$ cat config.mk
export PLATFORM = sky130hd
export DESIGN_NAME = row_packet_rx
export DESIGN_NICKNAME = d
export VERILOG_FILES = /design/src/rtl/row_pkt_pkg.sv /design/src/rtl/axis_out_stage.sv /design/src/rtl/row_packet_rx.sv
export SDC_FILE = /design/constraint.sdc
export NUM_CORES = 1
export LEC_CHECK = 0
export CAP_MARGIN = 20
export CORE_AREA = 2 2 434 436
export DETAILED_ROUTE_END_ITERATION = 10
export DIE_AREA = 0 0 436 438
export PLACE_DENSITY_LB_ADDON = 0.15
export SYNTH_ARGS = -nofsm -noshare
export SYNTH_HDL_FRONTEND = slang
export SYNTH_HIERARCHICAL = 1
export SYNTH_SLANG_ARGS = --single-unit
$ cat constraint.sdc
create_clock -name clk -period 1.9 [get_ports clk]
set_clock_uncertainty 0.1 [all_clocks]
set_input_delay 0.19 -clock clk [delete_from_list [all_inputs] [get_ports clk]]
set_output_delay 0.19 -clock clk [all_outputs]
set_load 0.03 [all_outputs]
$ cat src/rtl/row_pkt_pkg.sv
// Shared constants, FSM state encoding and a saturating-increment helper
// for the row packet receiver.
package row_pkt_pkg;

  localparam int ROW_DATA_W               = 512;
  localparam int DEFAULT_BEATS_PER_PACKET = 32;
  localparam int SAT_CNT_W                = 16;

  typedef logic [1:0] row_state_t;

  localparam row_state_t ST_HEADER = 2'd0;
  localparam row_state_t ST_DATA   = 2'd1;
  localparam row_state_t ST_FOOTER = 2'd2;

  function automatic logic [SAT_CNT_W-1:0] sat_inc(input logic [SAT_CNT_W-1:0] v);
    return (v == '1) ? v : v + SAT_CNT_W'(1);
  endfunction

endpackage

$ cat src/rtl/axis_out_stage.sv
// One-entry registered AXI-Stream output. The upstream may load only when
// the register is empty or being drained, so TDATA never changes under a stall.
module axis_out_stage #(
  parameter int DATA_W = 512
) (
  input  logic              clk,
  input  logic              reset,
  input  logic              i_load,
  input  logic [DATA_W-1:0] i_data,
  input  logic              i_tready,
  output logic [DATA_W-1:0] o_tdata,
  output logic              o_tvalid,
  output logic              o_up_ready
);

  logic [DATA_W-1:0] r_tdata;
  logic              r_tvalid;

  always_ff @(posedge clk) begin
    if (reset) begin
      r_tdata  <= '0;
      r_tvalid <= 1'b0;
    end else if (i_load) begin
      r_tdata  <= i_data;
      r_tvalid <= 1'b1;
    end else if (i_tready) begin
      r_tvalid <= 1'b0;
    end
  end

  assign o_up_ready = !r_tvalid || i_tready;
  assign o_tdata    = r_tdata;
  assign o_tvalid   = r_tvalid;

endmodule

$ cat src/rtl/row_packet_rx.sv
// Row packet receiver: strips header/footer, forwards payload, reports status.
// Optional header sequence checking is enabled by ROW_PKT_SEQ_CHECK_EN.
module row_packet_rx
  import row_pkt_pkg::*;
#(
  parameter int REQ_ID_WIDTH     = 32,
  parameter int BEATS_PER_PACKET = DEFAULT_BEATS_PER_PACKET
) (
  input  logic                    clk,
  input  logic                    reset,
  input  logic [ROW_DATA_W-1:0]   AXIS_RX_TDATA,
  input  logic                    AXIS_RX_TVALID,
  output logic                    AXIS_RX_TREADY,
  output logic [ROW_DATA_W-1:0]   AXIS_TX_TDATA,
  output logic                    AXIS_TX_TVALID,
  input  logic                    AXIS_TX_TREADY,
  output logic                    PKT_DONE,
  output logic [REQ_ID_WIDTH-1:0] PKT_REQ_ID,
  output logic                    PKT_ERR,
  output logic [31:0]             PKT_COUNT,
  output logic [SAT_CNT_W-1:0]    ERR_COUNT,
  output row_state_t              DBG_STATE
`ifdef ROW_PKT_SEQ_CHECK_EN
  ,
  output logic                    SEQ_ERR,
  output logic [SAT_CNT_W-1:0]    SEQ_ERR_COUNT
`endif
);

  // Handshake rule on both ports: a beat transfers on a rising clk edge
  // where TVALID and TREADY are both high; TVALID never depends on TREADY.

  row_state_t              r_state;
  logic [REQ_ID_WIDTH-1:0] r_hdr_id;
  logic [7:0]              r_beat_cnt;
  logic                    r_done;
  logic [REQ_ID_WIDTH-1:0] r_req_id;
  logic                    r_err;
  logic [31:0]             r_pkt_count;
  logic [SAT_CNT_W-1:0]    r_err_count;

  logic w_rx_hs;
  logic w_load;
  logic w_up_ready;
  logic w_id_match;

  always_comb begin
    AXIS_RX_TREADY = 1'b0;
    if (!reset) begin
      AXIS_RX_TREADY = (r_state == ST_DATA) ? w_up_ready : 1'b1;
    end
  end

  assign w_rx_hs    = AXIS_RX_TVALID && AXIS_RX_TREADY;
  assign w_load     = w_rx_hs && (r_state == ST_DATA);
  assign w_id_match = (AXIS_RX_TDATA[REQ_ID_WIDTH-1:0] == r_hdr_id);

  axis_out_stage #(.DATA_W(ROW_DATA_W)) u_out (
    .clk        (clk),
    .reset      (reset),
    .i_load     (w_load),
    .i_data     (AXIS_RX_TDATA),
    .i_tready   (AXIS_TX_TREADY),
    .o_tdata    (AXIS_TX_TDATA),
    .o_tvalid   (AXIS_TX_TVALID),
    .o_up_ready (w_up_ready)
  );

  always_ff @(posedge clk) begin
    if (reset) begin
      r_state     <= ST_HEADER;
      r_hdr_id    <= '0;
      r_beat_cnt  <= '0;
      r_done      <= 1'b0;
      r_req_id    <= '0;
      r_err       <= 1'b0;
      r_pkt_count <= '0;
      r_err_count <= '0;
    end else begin
      r_done <= 1'b0;
      case (r_state)
        ST_HEADER: if (w_rx_hs) begin
          r_hdr_id   <= AXIS_RX_TDATA[REQ_ID_WIDTH-1:0];
          r_beat_cnt <= 8'(BEATS_PER_PACKET);
          r_state    <= ST_DATA;
        end
        ST_DATA: if (w_rx_hs) begin
          r_beat_cnt <= r_beat_cnt - 8'd1;
          if (r_beat_cnt == 8'd1) r_state <= ST_FOOTER;
        end
        ST_FOOTER: if (w_rx_hs) begin
          // Status and counters become visible together with the PKT_DONE strobe.
          r_done      <= 1'b1;
          r_req_id    <= r_hdr_id;
          r_err       <= !w_id_match;
          r_pkt_count <= r_pkt_count + 32'd1;
          if (!w_id_match) r_err_count <= sat_inc(r_err_count);
          r_state     <= ST_HEADER;
        end
        default: r_state <= ST_HEADER;
      endcase
    end
  end

  assign PKT_DONE   = r_done;
  assign PKT_REQ_ID = r_req_id;
  assign PKT_ERR    = r_err;
  assign PKT_COUNT  = r_pkt_count;
  assign ERR_COUNT  = r_err_count;
  assign DBG_STATE  = r_state;

`ifdef ROW_PKT_SEQ_CHECK_EN
  logic                    r_seq_seeded;
  logic                    r_hdr_seq_bad;
  logic                    r_seq_err;
  logic [REQ_ID_WIDTH-1:0] r_exp_id;
  logic [SAT_CNT_W-1:0]    r_seq_err_count;

  // The header verdict is parked until the footer so it reports with PKT_DONE.
  always_ff @(posedge clk) begin
    if (reset) begin
      r_seq_seeded    <= 1'b0;
      r_hdr_seq_bad   <= 1'b0;
      r_seq_err       <= 1'b0;
      r_exp_id        <= '0;
      r_seq_err_count <= '0;
    end else begin
      if (w_rx_hs && (r_state == ST_HEADER)) begin
        r_hdr_seq_bad <= r_seq_seeded && (AXIS_RX_TDATA[REQ_ID_WIDTH-1:0] != r_exp_id);
        r_exp_id      <= AXIS_RX_TDATA[REQ_ID_WIDTH-1:0] + REQ_ID_WIDTH'(1);
        r_seq_seeded  <= 1'b1;
      end
      if (w_rx_hs && (r_state == ST_FOOTER)) begin
        r_seq_err <= r_hdr_seq_bad;
        if (r_hdr_seq_bad) r_seq_err_count <= sat_inc(r_seq_err_count);
      end
    end
  end

  assign SEQ_ERR       = r_seq_err;
  assign SEQ_ERR_COUNT = r_seq_err_count;
`endif

endmodule

==> impl_metrics.env <==
export IMPL_switchingPower_mw=8.92
export IMPL_cp_required_ps=2370
export IMPL_syn_area_um2=23600
export IMPL_ioPinCount=1114
export IMPL_fp_row_count=159
export IMPL_drc_errors=0
export IMPL_syn_avg_cell_area_um2=10.3
export IMPL_synthTopCellsByArea="dfxtp_1, mux2i_1, nor2_1, buf_8, nand2_1"
export IMPL_worst_pin_slew_ps=1030
export IMPL_slew_violations=0
export IMPL_p_total_mw=35.0
export IMPL_drive_gt1_frac=0.156
export IMPL_h_tree_depth=3
export IMPL_fp_dieH_um=438
export IMPL_critPathArrivalTime_ps=2660
export IMPL_p_leak_nw=25.1
export IMPL_syn_to_final_growth_pct=106
export IMPL_synth_top_area_frac=0.540
export IMPL_synth_main_ff_cell="dfxtp_1"
export IMPL_endpoint_kind="flop"
export IMPL_setup_viol=553
export IMPL_synth_commonest_cells="dfxtp_1, nor2_1, mux2i_1"
export IMPL_die_width_um=436
export IMPL_max_slew_margin_rel=0.316
export IMPL_core_area_um2=187000
export IMPL_num_fill_cells=20100
export IMPL_period_needed_ps=2190
export IMPL_hold_slack_ps=-3.42
export IMPL_initial_core_util=0.127
export IMPL_drt_iter0_drc=1020
export IMPL_wl_per_cell_um=20.2
export IMPL_drt_antenna_violating_nets=0
export IMPL_gp_congestion=0.849
export IMPL_fin_nets=4569
export IMPL_wl_um=134000
export IMPL_setup_tns_ps=-106490
export IMPL_clk_pin_slew_ps=60
export IMPL_seq_area_frac_synth=0.540
export IMPL_grt_setup_unrepaired="true"
export IMPL_cts_sinks=637
export IMPL_crit_path_max_fanout=11
export IMPL_fin_crit_sh=1.15
export IMPL_violations="negative hold slack, negative setup slack"
export IMPL_cap_violations=0
export IMPL_viasPerCell=3.45
export IMPL_p_int_mw=26.1
export IMPL_vias=22800
export IMPL_hpwl_um=98000
export IMPL_cts_root_buf="clkbuf_16"
export IMPL_synth_top_area_cell="dfxtp_1"
export IMPL_status="complete, but fails checks"
export IMPL_sequentialPowerShare=0.395
export IMPL_gr_total_overflow=0
export IMPL_p_comb_frac=0.128
export IMPL_max_freq_mhz=456
export IMPL_port_buffers=1113
export IMPL_grt_pass1_vias=23100
export IMPL_synth_seq_cells=637
export IMPL_clk_path_buf_depth=3
export IMPL_dr_pass1_iters=5
export IMPL_synth_edf_count=0
export IMPL_syn_instance_count=2285
export IMPL_clock_latency_ps=700
export IMPL_synth_distinct_cells=46
export IMPL_async_reset_ff_frac=0
export IMPL_setup_worst_path_start_class="flop"
export IMPL_power_density_nw_per_um2=718
export IMPL_cts_buffers=90
export IMPL_finalHoldViolCount=2
export IMPL_yosysMostFrequentCell="dfxtp_1"
export IMPL_die_area_um2=191000
export IMPL_syn_nets=2805
export IMPL_hold_buffers=463
export IMPL_pwr_share_clk=0.477
export IMPL_antenna_found_initial=22
export IMPL_grt_total_usage=0.133
export IMPL_ir_worst_vdd_mv=0.573
export IMPL_p_sw_frac=0.255
export IMPL_yosys_warnings=6
export IMPL_grt_max_degree=162
export IMPL_setup_slack_ps=-294
export IMPL_cts_tree="built"
export IMPL_grt_pass1_wl_um=182000
export IMPL_path_class="reg2reg"
export IMPL_hold_path_class="in2reg"
-- path summary, 6_finish.rpt --
check	startpoint	endpoint	slack, ps	depth (start not counted)
setup / recovery	u_out/o_tvalid	u_out/o_tdata[299]	-290	9
hold / removal	reset	r_beat_cnt[1]	-3	4
setup reg to reg	u_out/o_tvalid	u_out/o_tdata[299]	-290	9
hold reg to reg	PKT_REQ_ID[21]	PKT_REQ_ID[21]	350	2
-- state kept, by name (all words and copies together), names as in the netlist --
name            flops
DBG_STATE           2
ERR_COUNT          16
PKT_COUNT          32
PKT_DONE            1
PKT_ERR             1
PKT_REQ_ID         32
r_beat_cnt          8
r_hdr_id           32
u_out/o_tdata     512
u_out/o_tvalid      1
-- power by group through the flow --
stage	logic, mW	registers (mW)	clock network (mW)
5_1_grt	4.76	13.8	18.0
3_5_place_dp	3.46	14.1	0
3_3_place_gp	3.47	14.1	0
6_report	4.48	13.8	16.7
2_1_floorplan	0.935	14.5	0
4_1_cts	4.50	13.8	17.5
-- stage by stage --
stage | instances | util | hold WS, ps | setup WS, ps | cell area (um2)
5_1_grt | 6615 | 0.261 | -30.9 | -395 | 48700
2_1_floorplan | 2285 | - | 226 | -94.6 | 23700
3_5_place_dp | 5922 | 0.206 | 349 | -853 | 38400
3_3_place_gp | 5922 | 0.206 | 343 | -857 | 38400
4_1_cts | 6573 | 0.251 | -97.2 | -331 | 46800
6_report | 6616 | 0.261 | -3.42 | -294 | 48700
-- layer usage --
| layer | up-vias | GRT usage | wire length [um] |
|---|---|---|---|
| met1 | 10700 | 0.157 | 56400 |
| met4 | 14 | 0.0486 | 4450 |
| met3 | 212 | 0.0430 | 8990 |
| li1 | 11200 | - | - |
| met2 | 681 | 0.222 | 63700 |
| met5 | - | 0.00521 | 191 |
-- area by class of cell --
| class | instances | area (um2) | share of cell area |
|---|---|---|---|
| Inverter | 11 | 50.0 | 0.00103 |
| Antenna cell | 5 | 12.5 | 0.000257 |
| Sequential cell | 637 | 12800 | 0.263 |
| Multi-Input combinational cell | 1494 | 10200 | 0.209 |
| Timing Repair Buffer | 1815 | 19700 | 0.405 |
| Clock buffer | 143 | 2690 | 0.0551 |
| Tap cell | 2495 | 3120 | 0.0640 |
| Clock inverter | 16 | 156 | 0.00321 |
-- logic make-up (layout without fill, tap and decap cells) --
| group | Yosys count | count (layout) | synth area share |
|---|---|---|---|
| simple gates | 806 | 806 | 0.139 |
| fa+ha+maj | 4 | 4 | 0.00212 |
| compound gates | 99 | 99 | 0.0226 |
| mux | 519 | 519 | 0.220 |
| other cells | 0 | 5 | 0 |
| xor+xnor | 66 | 66 | 0.0245 |
| flops | 637 | 637 | 0.540 |
| buf+inv | 154 | 1985 | 0.0519 |
-- timing repair --
item,4_1_cts,5_1_grt
pin swaps,9,35
resized for setup,406,689
buffers inserted,17,30
gates cloned,15,10
endpoints found under the setup margin,1141,1100
endpoints found under the hold margin,508,4
-- layout by cell type (no fill, tap or decap), drive strengths merged, types with 3 or more instances in the layout --
cell type      instances
nor3                  10
dlygate4sd3          463
xor2                  55
diode                  5
nor2                 561
clkinvlp               4
nand2                155
nand4                 12
xnor2                 11
nand3                 21
a21oi                 80
and3                   9
bufbuf                 3
nor4                  15
or3                    9
clkdlybuf4s50        514
buf                  257
dfxtp                637
clkinv                11
and4                   3
ha                     4
mux2i                516
mux2                   3
dlymetal6s2s         446
o21ai                  8
inv                   10
nor2b                  3
clkdlybuf4s15         66
clkbuf               206
-- worst max-delay path, stage by stage, from the launching register on --
cell and delay (ps):
dfxtp_4 350, nand2b_4 110, nor2b_4 50, or3_4 350, nor2_4 110, buf_12 190
buf_16 190, bufbuf_16 310, mux2i_1 210, nor2_1 60
(Power assumes the default switching activity.)
